===== src/rtl/fir_share_scheduler.sv =====
// Round-robin scheduler that time-shares one start/done FIR engine between
// NUM_CH sample sources, with one pending sample per channel and a job watchdog.
module fir_share_scheduler #(
  parameter int NUM_CH  = 4,
  parameter int WIDTH   = 8,
  parameter int TIMEOUT = 64
) (
  input  logic                       clk_in,
  input  logic                       rst_in,
  input  logic [NUM_CH-1:0]          sample_strobe,
  input  logic [NUM_CH*WIDTH-1:0]    sample_in,
  input  logic                       clear_flags,
  output logic                       eng_start,
  output logic [WIDTH-1:0]           eng_sample,
  input  logic                       eng_done,
  input  logic [WIDTH-1:0]           eng_result,
  output logic                       out_valid,
  output logic [$clog2(NUM_CH)-1:0]  out_chan,
  output logic [WIDTH-1:0]           out_data,
  output logic                       out_err,
  output logic                       busy,
  output logic [NUM_CH-1:0]          overrun,
  output logic                       timeout_flag
);

  localparam int CW = $clog2(NUM_CH);
  localparam int TW = $clog2(TIMEOUT) + 1;

  typedef enum logic [1:0] {S_IDLE, S_ISSUE, S_WAIT, S_EMIT} state_t;

  state_t              state_q;
  logic [NUM_CH-1:0]   pend_q;
  logic [WIDTH-1:0]    slot_q [NUM_CH];
  logic [NUM_CH-1:0]   overrun_q;
  logic [CW-1:0]       last_grant_q;
  logic [CW-1:0]       chan_q;
  logic [TW-1:0]       timer_q;
  logic [WIDTH-1:0]    result_q;
  logic                err_q;
  logic                eng_start_q;
  logic [WIDTH-1:0]    eng_sample_q;
  logic                out_valid_q;
  logic [CW-1:0]       out_chan_q;
  logic [WIDTH-1:0]    out_data_q;
  logic                out_err_q;
  logic                busy_q;
  logic                timeout_q;

  logic                grant_vld;
  logic [CW-1:0]       grant_idx;
  logic [NUM_CH-1:0]   take_vec;

  // Round-robin search starting just above the last grant, wrapping around.
  always_comb begin
    grant_vld = 1'b0;
    grant_idx = '0;
    for (int k = 1; k <= NUM_CH; k++) begin
      int j;
      j = int'(last_grant_q) + k;
      if (j >= NUM_CH) j = j - NUM_CH;
      if (!grant_vld && pend_q[j]) begin
        grant_vld = 1'b1;
        grant_idx = CW'(j);
      end
    end
  end

  always_comb begin
    take_vec = '0;
    if (state_q == S_IDLE && grant_vld) take_vec[grant_idx] = 1'b1;
  end

  // A slot being granted this cycle is free again, so a coincident strobe refills it.
  always_ff @(posedge clk_in) begin
    for (int i = 0; i < NUM_CH; i++) begin
      if (sample_strobe[i] && (!pend_q[i] || take_vec[i]))
        slot_q[i] <= sample_in[i*WIDTH +: WIDTH];
    end
  end

  always_ff @(posedge clk_in) begin
    if (rst_in) begin
      pend_q    <= '0;
      overrun_q <= '0;
    end else begin
      pend_q    <= (pend_q & ~take_vec) | sample_strobe;
      overrun_q <= (overrun_q & ~{NUM_CH{clear_flags}}) |
                   (sample_strobe & pend_q & ~take_vec);
    end
  end

  always_ff @(posedge clk_in) begin
    if (rst_in) begin
      state_q      <= S_IDLE;
      last_grant_q <= CW'(NUM_CH - 1);
      chan_q       <= '0;
      timer_q      <= '0;
      result_q     <= '0;
      err_q        <= 1'b0;
      eng_start_q  <= 1'b0;
      eng_sample_q <= '0;
      out_valid_q  <= 1'b0;
      out_chan_q   <= '0;
      out_data_q   <= '0;
      out_err_q    <= 1'b0;
      busy_q       <= 1'b0;
      timeout_q    <= 1'b0;
    end else begin
      eng_start_q <= 1'b0;
      out_valid_q <= 1'b0;
      out_err_q   <= 1'b0;
      if (clear_flags) timeout_q <= 1'b0;
      case (state_q)
        S_IDLE: begin
          if (grant_vld) begin
            chan_q       <= grant_idx;
            last_grant_q <= grant_idx;
            eng_sample_q <= slot_q[grant_idx];
            eng_start_q  <= 1'b1;
            busy_q       <= 1'b1;
            state_q      <= S_ISSUE;
          end
        end
        S_ISSUE: begin
          timer_q <= '0;
          state_q <= S_WAIT;
        end
        S_WAIT: begin
          if (eng_done) begin
            result_q <= eng_result;
            err_q    <= 1'b0;
            state_q  <= S_EMIT;
          end else if (timer_q == TW'(TIMEOUT - 1)) begin
            result_q  <= '0;
            err_q     <= 1'b1;
            timeout_q <= 1'b1;
            state_q   <= S_EMIT;
          end else begin
            timer_q <= timer_q + 1'b1;
          end
        end
        S_EMIT: begin
          out_valid_q <= 1'b1;
          out_chan_q  <= chan_q;
          out_data_q  <= result_q;
          out_err_q   <= err_q;
          busy_q      <= 1'b0;
          state_q     <= S_IDLE;
        end
        default: state_q <= S_IDLE;
      endcase
    end
  end

  assign eng_start    = eng_start_q;
  assign eng_sample   = eng_sample_q;
  assign out_valid    = out_valid_q;
  assign out_chan     = out_chan_q;
  assign out_data     = out_data_q;
  assign out_err      = out_err_q;
  assign busy         = busy_q;
  assign overrun      = overrun_q;
  assign timeout_flag = timeout_q;

endmodule


===== config.mk =====
export PLATFORM = sky130hd
export DESIGN_NAME = fir_share_scheduler
export DESIGN_NICKNAME = d
export VERILOG_FILES = /design/src/rtl/fir_share_scheduler.sv
export SDC_FILE = /design/constraint.sdc
export NUM_CORES = 1
export LEC_CHECK = 0
export ABC_AREA = 1
export CAP_MARGIN = 20
export CELL_PAD_IN_SITES_DETAIL_PLACEMENT = 0
export CELL_PAD_IN_SITES_GLOBAL_PLACEMENT = 1
export CORE_ASPECT_RATIO = 0.7
export CORE_UTILIZATION = 30
export DETAILED_ROUTE_END_ITERATION = 12
export PLACE_DENSITY = 0.64
export SYNTH_ARGS = -nofsm -noshare
export SYNTH_HDL_FRONTEND = slang
export SYNTH_SLANG_ARGS = --single-unit

===== constraint.sdc =====
create_clock -name clk_in -period 3.6 [get_ports clk_in]
set_input_delay 1.08 -clock clk_in [delete_from_list [all_inputs] [get_ports clk_in]]
set_output_delay 1.08 -clock clk_in [all_outputs]
set_load 0.02 [all_outputs]

Yosys cells after proc, flatten, opt, wreduce, memory -nomap -nowiden --
Memories as Yosys holds them, arrays and structs flattened. A register that Yosys moved wholly into a read port is not among the register bits. Cells that the tools add are included.
Cells by class: $add $sub $neg 9, magnitude comparators 10, equal/unequal tests 8, reduce and logical (&&, ||, !) cells 31, bitwise gates (word level) 10, mux-type cells 54
Operator list (number):
- 32-bit by 4-bit less-than comparator with 1-bit output (second input constant) | 4
- 32-bit 2-to-1 mux | 4
- 1-bit 2-to-1 mux | 30
- 4-bit AND | 4
- 8-bit 2-to-1 mux | 2
- 2-bit 2-to-1 mux | 7
- 7-bit 2-to-1 mux | 2
- 7-bit case mux with 2 select lines | 1
- 3-bit by 3-bit subtractor with 4-bit output (second input constant) | 3
- 3-bit greater-or-equal comparator (second input constant) | 3
- 1-bit logical AND | 9
- 1-bit binary-select mux with 2-bit select | 4
- 4-bit NOT | 2
- 4-bit bitwise OR | 2
- 2-bit case mux with 4 select lines | 1
- 2-bit AND reduction | 4
- 7-bit by 1-bit adder with 7-bit output (second input constant) | 1
- 7-bit by 6-bit == test with 1-bit output (second input constant) | 1
- 1-bit logical NOT | 7
- 2-bit by 2-bit adder with 3-bit output (second input constant) | 2
- 2-bit inequality test (second input constant) | 3
- 2-bit nonzero test | 3
- 4-bit by 3-bit subtractor with 5-bit output (second input constant) | 1
- 2-bit by 3-bit adder with 4-bit output (second input constant) | 1
- other kinds (15) | 21
Storage, ports and cells: memory bits (writable) 32, output and inout port bits 27, register bits after elaboration 45, input bits 48, memories 1
Memories:
- slot_q | words 4, width 8, rd ports 1, clocked after memory_dff 1, wr ports 4, RTL line 33 | logic [WIDTH-1:0] slot_q [NUM_CH];

Logic depth before layout (Yosys ltp) --
Gate-level depths: netlist of the first run.
word-level depth 25, depth in mapped cells 16, depth with buffers taken out 14

Least setup slack after synthesis of the first run --
No wires, ideal clock.
kind reg-to-reg, start point register last_grant_q[0], end point memory slot_q[3][0], enable pin, path buffers 2, clock period less this slack 2209 ps, stages on the path, launching flop included 14, setup time 375 ps, arrival 1833 ps, path slack 1391 ps, path through dfxtp_1 buf_6 inv_4 nand2_1 nand3_1 nand2_1 nor2_4 o21ai_0 nand2_1 nand2_1 inv_2 buf_2 nand2_1 a21oi_1
RTL lines:
- from (decl) | RTL line 35 | logic [CW-1:0] last_grant_q;
- from (signal assigned) | RTL line 95 | last_grant_q <= CW'(NUM_CH - 1);
- from (signal assigned) | RTL line 117 | last_grant_q <= grant_idx;
- to (decl) | RTL line 33

==> reports/qor.log, run 1 <==
qor: power.overall_power_of_the_completed_layout 0.00380 W
qor: power.p_per_area 778 mW/mm²
qor: yosys.synth_seq_cells 85
qor: placed_design.gp_congestion 0.808
qor: cts.clkSlewWorstSetupHoldPaths 60 ps
qor: floorplan.die_w 135 µm
qor: detailed_routing.drt_pre_antenna_iters 4
qor: global_route.grt_max_degree 23
qor: yosys.syn_area 0.00370 mm²
qor: setup_path.critPathTopFamily simple AND/OR/NAND/NOR gates
qor: detailed_routing.drt.antenna.violating_nets 0
qor: yosys.postSynth.asyncResetShare 0%
qor: yosys.synth_top_flop_cell dfxtp_1
qor: layout.antenna-diode-count 0
qor: setup_path.worstSetupPathType reg -> reg
qor: floorplan.die-area 0.0128 mm²
qor: power.cellLeakagePower 2.12 nW
qor: floorplan.number_of_cell_rows 33
qor: detailed_routing.route.detailed.drc 0
qor: yosys.synth_enable_flop_cells 32
qor: layout.drive_above_1_share 6.30%
qor: detailed_routing.detail_route.wirelength 9280 µm
qor: setup_path.critical-path-max-stage-delay 650 ps
qor: detailed_routing.num_vias 3081
qor: yosys.postSynthCellCount 446
qor: detailed_routing.drt-initial-drc-count 199
qor: cts.tritoncts yes
qor: layout.areaGrowthSynthToFinish 31.7%
qor: global_route.grt_util_all_layers 15.5%
qor: cts.postCtsSetupRepairBufs 0
qor: detailed_routing.post_drt_wl_per_cell 13.6 µm
qor: sta.worst_pin_slew 810 ps
qor: layout.final_core_occ 41.1%
qor: floorplan.initial_core_util 31.2%
qor: global_route.grt-ovfl-total 0
qor: sta.fmaxAchievable 0.337 GHz
qor: global_route.antenna_violations_before_repair 0
qor: yosys.synth_seq_area_share 54.6%
qor: power.peakVddDrop 0.000324 V
qor: cts.numCtsBuffers 9
qor: sta.skew 8.15 ps
qor: setup_path.timing.critical_path.to_type register
qor: setup_path.worstPathBufferInverterCount 2
qor: sta.finalCriticalPeriod 2970 ps
qor: setup_path.worst_path_arrival 2930 ps
qor: cts.postCtsResizedCells 0
qor: global_route.first_global_vias 2939
qor: sta.period_share 82.4%
qor: setup_path.slowest_stage a21oi_1
qor: detailed_routing.avgViaCountPerCell 4.52
qor: yosys.synth.avg_cell_area 8.30 µm²
qor: cts.cts-root-buf clkbuf_16
qor: sta.worst_relative_slew_slack 46.0%
qor: yosys.yosysUniqueCellTypes 30
qor: placed_design.portBuffers 74
qor: yosys.yosys_warnings 0
qor: layout.multiInputGateArea 0.00134 mm²
qor: global_route.grt_pass1_wl 14900 µm
qor: sta.tns 0 ps
qor: cts.cts.sinks 85
qor: floorplan.core_region_area 0.0119 mm²
qor: setup_path.crit_start_category register
qor: floorplan.ioPinCount 75
qor: cts.ctsHtreeMaxLevel 3
qor: layout.regArea 0.00202 mm²
qor: setup_path.cp_max_fo 22
qor: outcome.outcome finished, final reports clean
qor: sta.final_setup_viols 0
qor: cts.clock_insertion_delay_at_the_later_pin_of_the_skew_report 340 ps
qor: setup_path.worst-endpoint-required 3570 ps
qor: floorplan.floorplan.die.height 94.9 µm
qor: setup_path.crit_path_cell_chain inv_4 > nand2_1 > nand3_1 > nand2_1 > nor2_4 > nand2_2 > nand2_2 > inv_2 > nand3_2 > a21oi_1
qor: cts.cts.hold.buffers_added 0
qor: min_path.hold_path_class reg -> reg
qor: sta.rsz0062_at_grt false
qor: job.max_cap_violations 0
qor: layout.final_net_count 573
qor: sta.hold-worst-slack 447 ps
qor: layout.fillerInstances 1159
qor: sta.final-hold-violation-count 0
qor: cts.clock_path_buffers 2
qor: yosys.postSynthNetCount 500
qor: sta.drv_slew 0
qor: placed_design.placed_wire_length_estimate 6940 µm
[report_power, final]
part	internal, W	total (W)	switching [W]	leakage (nW)
clock	0.000536	0.000916	0.000380	0.138
sequential	0.00118	0.00128	0.0000979	0.740
combinational	0.000542	0.00160	0.00106	1.24
[worst paths after layout]
path / from / end / slack (ps) / cells after the start
worst max-delay path: last_grant_q[0]$_SDFFE_PP1P_ / slot_q[2][3]$_DFFE_PP_ / 630 / 10
worst min-delay path: err_q$_SDFFE_PP0P_ / out_err$_SDFF_PP0_ / 450 / 2
worst min register to register: err_q$_SDFFE_PP0P_ / out_err$_SDFF_PP0_ / 450 / 2
worst max register to register: last_grant_q[0]$_SDFFE_PP1P_ / slot_q[2][3]$_DFFE_PP_ / 630 / 10
[registers in the layout (all words and copies together) (netlist names)]
signal,cells
timeout_flag,1
chan_q,2
eng_sample,8
timer_q,7
eng_start,1
busy,1
err_q,1
result_q,8
overrun,4
out_valid,1
last_grant_q,2
pend_q,4
out_err,1
out_data,8
state_q,2
slot_q,32
out_chan,2
[cell usage after synthesis (all sizes together) (6+ instances only)]
cell / n / share of area [%]
inv: 66 / 6.8
clkbuf: 7 / 0.71
nand4: 17 / 2.9
edfxtp: 32 / 26
o21ai: 17 / 2.3
ha: 6 / 2.0
dfxtp: 53 / 29
nand3: 45 / 6.8
nand2: 106 / 11
nor2: 44 / 4.7
buf: 9 / 1.6
a21oi: 35 / 4.7
[per-layer routing]
metal / part of all wire (%) / track usage [%] / up-vias
li1: - / - / 1593
met4: 1.1 / 4.78 / 0
met3: 5.0 / 3.97 / 9
met5: 0 / 0 / -
met2: 39 / 20.8 / 70
met1: 55 / 23.6 / 1409
[final cells by class]
cell class | count | share of cell area [%]
flip-flops and latches | 85 | 41.5
multi-input cells | 278 | 27.5
repair buffers | 78 | 15.8
inverters | 67 | 5.21
clock buffers | 10 | 4.70
well taps | 157 | 4.03
clock inverters | 6 | 1.31
[metrics by stage]
stage / setup slack (ps) / std cells / cell area (µm²)
floorplan: 1390 / 446 / 3700
global placement: 703 / 665 / 4580
detailed placement: 569 / 665 / 4580
CTS: 604 / 681 / 4880
global route: 375 / 681 / 4880
finish: 632 / 681 / 4880
[worst reg2reg max path, delay by kind of cell (launching register included)]
kind | cells | cell delay (ps)
DFF | 1 | 530
and+or+nand+nor | 7 | 990
AOI/OAI and AO/OA | 1 | 650
buffers and inverters | 2 | 430
[placed cells by master (no fill, tap or decap), types with 4 or more instances in the layout]
cell and instances:
nand3_1 41, edfxtp_1 32, ha_1 6, inv_1 62
a21oi_1 35, o21ai_0 16, nand4_1 17, nand2_1 102
buf_4 4, dfxtp_1 53, nor2_1 42, clkdlybuf4s50_1 74
clkbuf_16 9
[logic make-up after synthesis]
logic type | synth area share (%)
simple gates | 25.9
xor+xnor | 0.237
buf+inv | 9.19
compound gates | 8.08
flops | 54.6
fa+ha+maj | 2.03
(Power assumes the default switching activity.)
==> run 2, diff against run 1 <==
- PLACE_DENSITY: 0.64 -> 0.67
- clock period: 3.6 -> 2.48 ns (I/O delays scaled with it)
==> run 2 against run 1 <==
  * Worst hold slack got worse by 4.4 ps
  * Fmax rose by 37%
  * Power increased by 58%
  * Global-route usage rose by 0.31 points
  * Critical path depth grew 2
==> reports/qor.log, run 2 (synthesis gave the netlist of run 1 again) <==
qor: placed_design.setup_slack_after_placement 211 ps [-359 ps]
qor: cts.cts.sinks 85 [unchanged]
qor: sta.tns 0 ps [unchanged]
qor: cts.cts-root-buf clkbuf_16
qor: setup_path.rr_endpoint slot_q[3][2]$_DFFE_PP_
qor: sta.finalCriticalPeriod 2170 ps [-795 ps]
qor: detailed_routing.route.detailed.drc 0 [unchanged]
qor: global_route.grt_util_all_layers 15.8% [+0.31 points]
qor: cts.clock_path_buffers 2 [unchanged]
qor: power.power.switching_fraction 38.1% [-2.5 points]
qor: cts.clock_insertion_delay_at_the_later_pin_of_the_skew_report 340 ps [about the same]
qor: detailed_routing.drt.antenna.violating_nets 0 [unchanged]
qor: setup_path.worst_path_arrival 2220 ps [-710 ps]
qor: cts.numCtsBuffers 9 [unchanged]
qor: power.p_per_area 1190 mW/mm² [+53%]
qor: layout.largest_reg_flops 32 [unchanged]
qor: floorplan.core_region_area 0.0119 mm² [unchanged]
qor: setup_path.worstSetupPathType reg -> reg
qor: layout.layout_commonest_cell nand2_1
qor: power.cellLeakagePower 2.20 nW [+3.9%]
qor: floorplan.initial_core_util 31.2% [unchanged]
qor: power.intPower 0.00371 W [+64%]
qor: layout.final_net_count 583 [+1.7%]
qor: floorplan.ioPinCount 75 [unchanged]
qor: power.peakVddDrop 0.000465 V [+43%]
qor: placed_design.portBuffers 74 [unchanged]
qor: layout.drive_above_1_share 8.43% [+2.1 points]
qor: job.max_cap_violations 0 [unchanged]
qor: cts.ctsHtreeMaxLevel 3 [unchanged]
qor: min_path.whs_path_depth 2 [unchanged]
qor: cts.tritoncts yes
qor: setup_path.reg2reg_from last_grant_q[0]$_SDFFE_PP1P_
qor: cts.clkSlewWorstSetupHoldPaths 60 ps [about the same]
qor: power.overall_power_of_the_completed_layout 0.00600 W [+58%]
qor: layout.top_register slot_q
qor: detailed_routing.drt-initial-drc-count 251 [+26%]
qor: detailed_routing.num_vias 3135 [+1.8%]
qor: detailed_routing.detail_route.wirelength 9200 µm [-0.78%]
qor: cts.cts.hold.buffers_added 0 [unchanged]
qor: sta.worst_relative_slew_slack 64.9% [+19 points]
qor: detailed_routing.avgViaCountPerCell 4.54 [+0.28%]
qor: sta.period_share 87.6% [+5.2 points]
qor: min_path.holdCritStartpoint err_q$_SDFFE_PP0P_
qor: sta.skew 6.22 ps [-1.92 ps]
qor: global_route.antenna_violations_before_repair 0 [unchanged]
qor: global_route.grt_pass1_wl 15400 µm [+3.3%]
qor: global_route.grt-ovfl-total 0 [unchanged]
qor: setup_path.crit_start last_grant_q[0]$_SDFFE_PP1P_
qor: placed_design.placed_wire_length_estimate 6890 µm [-0.74%]
qor: min_path.holdPathEnd out_err$_SDFF_PP0_
qor: setup_path.ff2ff_setup_slack 310 ps [-320 ps]
qor: floorplan.die-area 0.0128 mm² [unchanged]
qor: detailed_routing.post_drt_wl_per_cell 13.3 µm [-2.2%]
qor: placed_design.gp_congestion 0.849 [+5.1%]
qor: setup_path.cp_max_fo 11 [-50%]
qor: sta.final-hold-violation-count 0 [unchanged]
qor: cts.postCtsSetupRepairBufs 0 [unchanged]
qor: sta.fmaxAchievable 0.460 GHz [+37%]
qor: power.power.combinational.fraction 42.0% [-0.2 points]
qor: floorplan.floorplan.die.height 94.9 µm [unchanged]
qor: sta.worst_pin_slew 526 ps [-285 ps]
qor: floorplan.die_w 135 µm [unchanged]
qor: min_path.hold_path_class reg -> reg
qor: floorplan.number_of_cell_rows 33 [unchanged]
qor: sta.final_critical_path_setup_slack 308 ps [-325 ps]
qor: setup_path.worst-endpoint-required 2530 ps [-1040 ps]
qor: sta.final_setup_viols 0 [unchanged]
qor: layout.final_core_occ 42.4% [+1.2 points]
qor: power.power.share.sequential 30.7% [-2.9 points]
qor: global_route.first_global_vias 3038 [+3.4%]
qor: setup_path.r2r_cells 12 [+2]
qor: global_route.grt_max_degree 20 [-13%]
qor: sta.drv_slew 0 [unchanged]
qor: power.power.share.clock 27.2% [+3.1 points]
qor: outcome.outcome finished, final reports clean
qor: setup_path.crit_start_category register
qor: layout.final_cell_mix 102 x nand2_1, 74 x clkdlybuf4s50_1, 62 x inv_1
qor: setup_path.timing.critical_path.to_type register
qor: power.power.net_switching 0.00228 W [+48%]
qor: sta.rsz0062_at_grt false
qor: layout.areaGrowthSynthToFinish 35.7%
qor: detailed_routing.drt_pre_antenna_iters 4 [unchanged]
qor: layout.antenna-diode-count 0 [unchanged]
-- run 2: how the worst max path moves through the flow --
stage                                    to  slack (ps)
global placement    timer_q[4]$_SDFFE_PP0P_         180
CTS                  slot_q[3][2]$_DFFE_PP_         200
global route         slot_q[3][0]$_DFFE_PP_          60
finish               slot_q[3][2]$_DFFE_PP_         310
detailed placement  timer_q[4]$_SDFFE_PP0P_         210
floorplan            slot_q[3][0]$_DFFE_PP_         270
-- run 2: per-stage QoR --
stage	cells	hold slack, ps	instance area (µm²)
floorplan	446	415	3700
global placement	675	432	4660
detailed placement	675	432	4660
CTS	691	444	5020
global route	691	471	5020
finish	691	442	5020
-- run 2: power groups by stage --
stage	Clock [W]	Combinational [W]	Sequential, W
2_1_floorplan	0	0.00161	0.00196
3_3_place_gp	0	0.00251	0.00187
3_5_place_dp	0	0.00252	0.00187
4_1_cts	0.00167	0.00253	0.00184
5_1_grt	0.00173	0.00282	0.00188
6_report	0.00163	0.00252	0.00184
-- run 2: what timing repair did --
item,CTS,global route
hold endpoints to repair,0,0
endpoints found under the setup margin,0,18
resized for setup,0,1
-- run 2: per-layer routing --
layer	track usage, %	vias to the layer above	share of wire (%)
met5	0	-	0
met1	22.9	1446	52
li1	-	1609	-
met4	4.59	0	0.99
met2	22.5	72	41
met3	4.67	8	6.0
-- run 2: critical path, cell delays in order, from the launching register on --
cell	delay [ps]
dfxtp_2	370
inv_4	110
nand2_1	60
nand2_1	110
nand2_1	70
nand2_1	100
nand2_1	90
nand3_2	200
nand2_1	120
nor2_1	170
nand2_1	130
a21oi_1	150
buf_4	190
-- run 2: cell type report --
type / count / area (µm²)
clock inverters: 7 / 138
inverters: 67 / 254
fillers: 1177 / 6830
well taps: 157 / 196
clock buffers: 9 / 225
flip-flops and latches: 85 / 2020
repair buffers: 88 / 846
multi-input cells: 278 / 1340
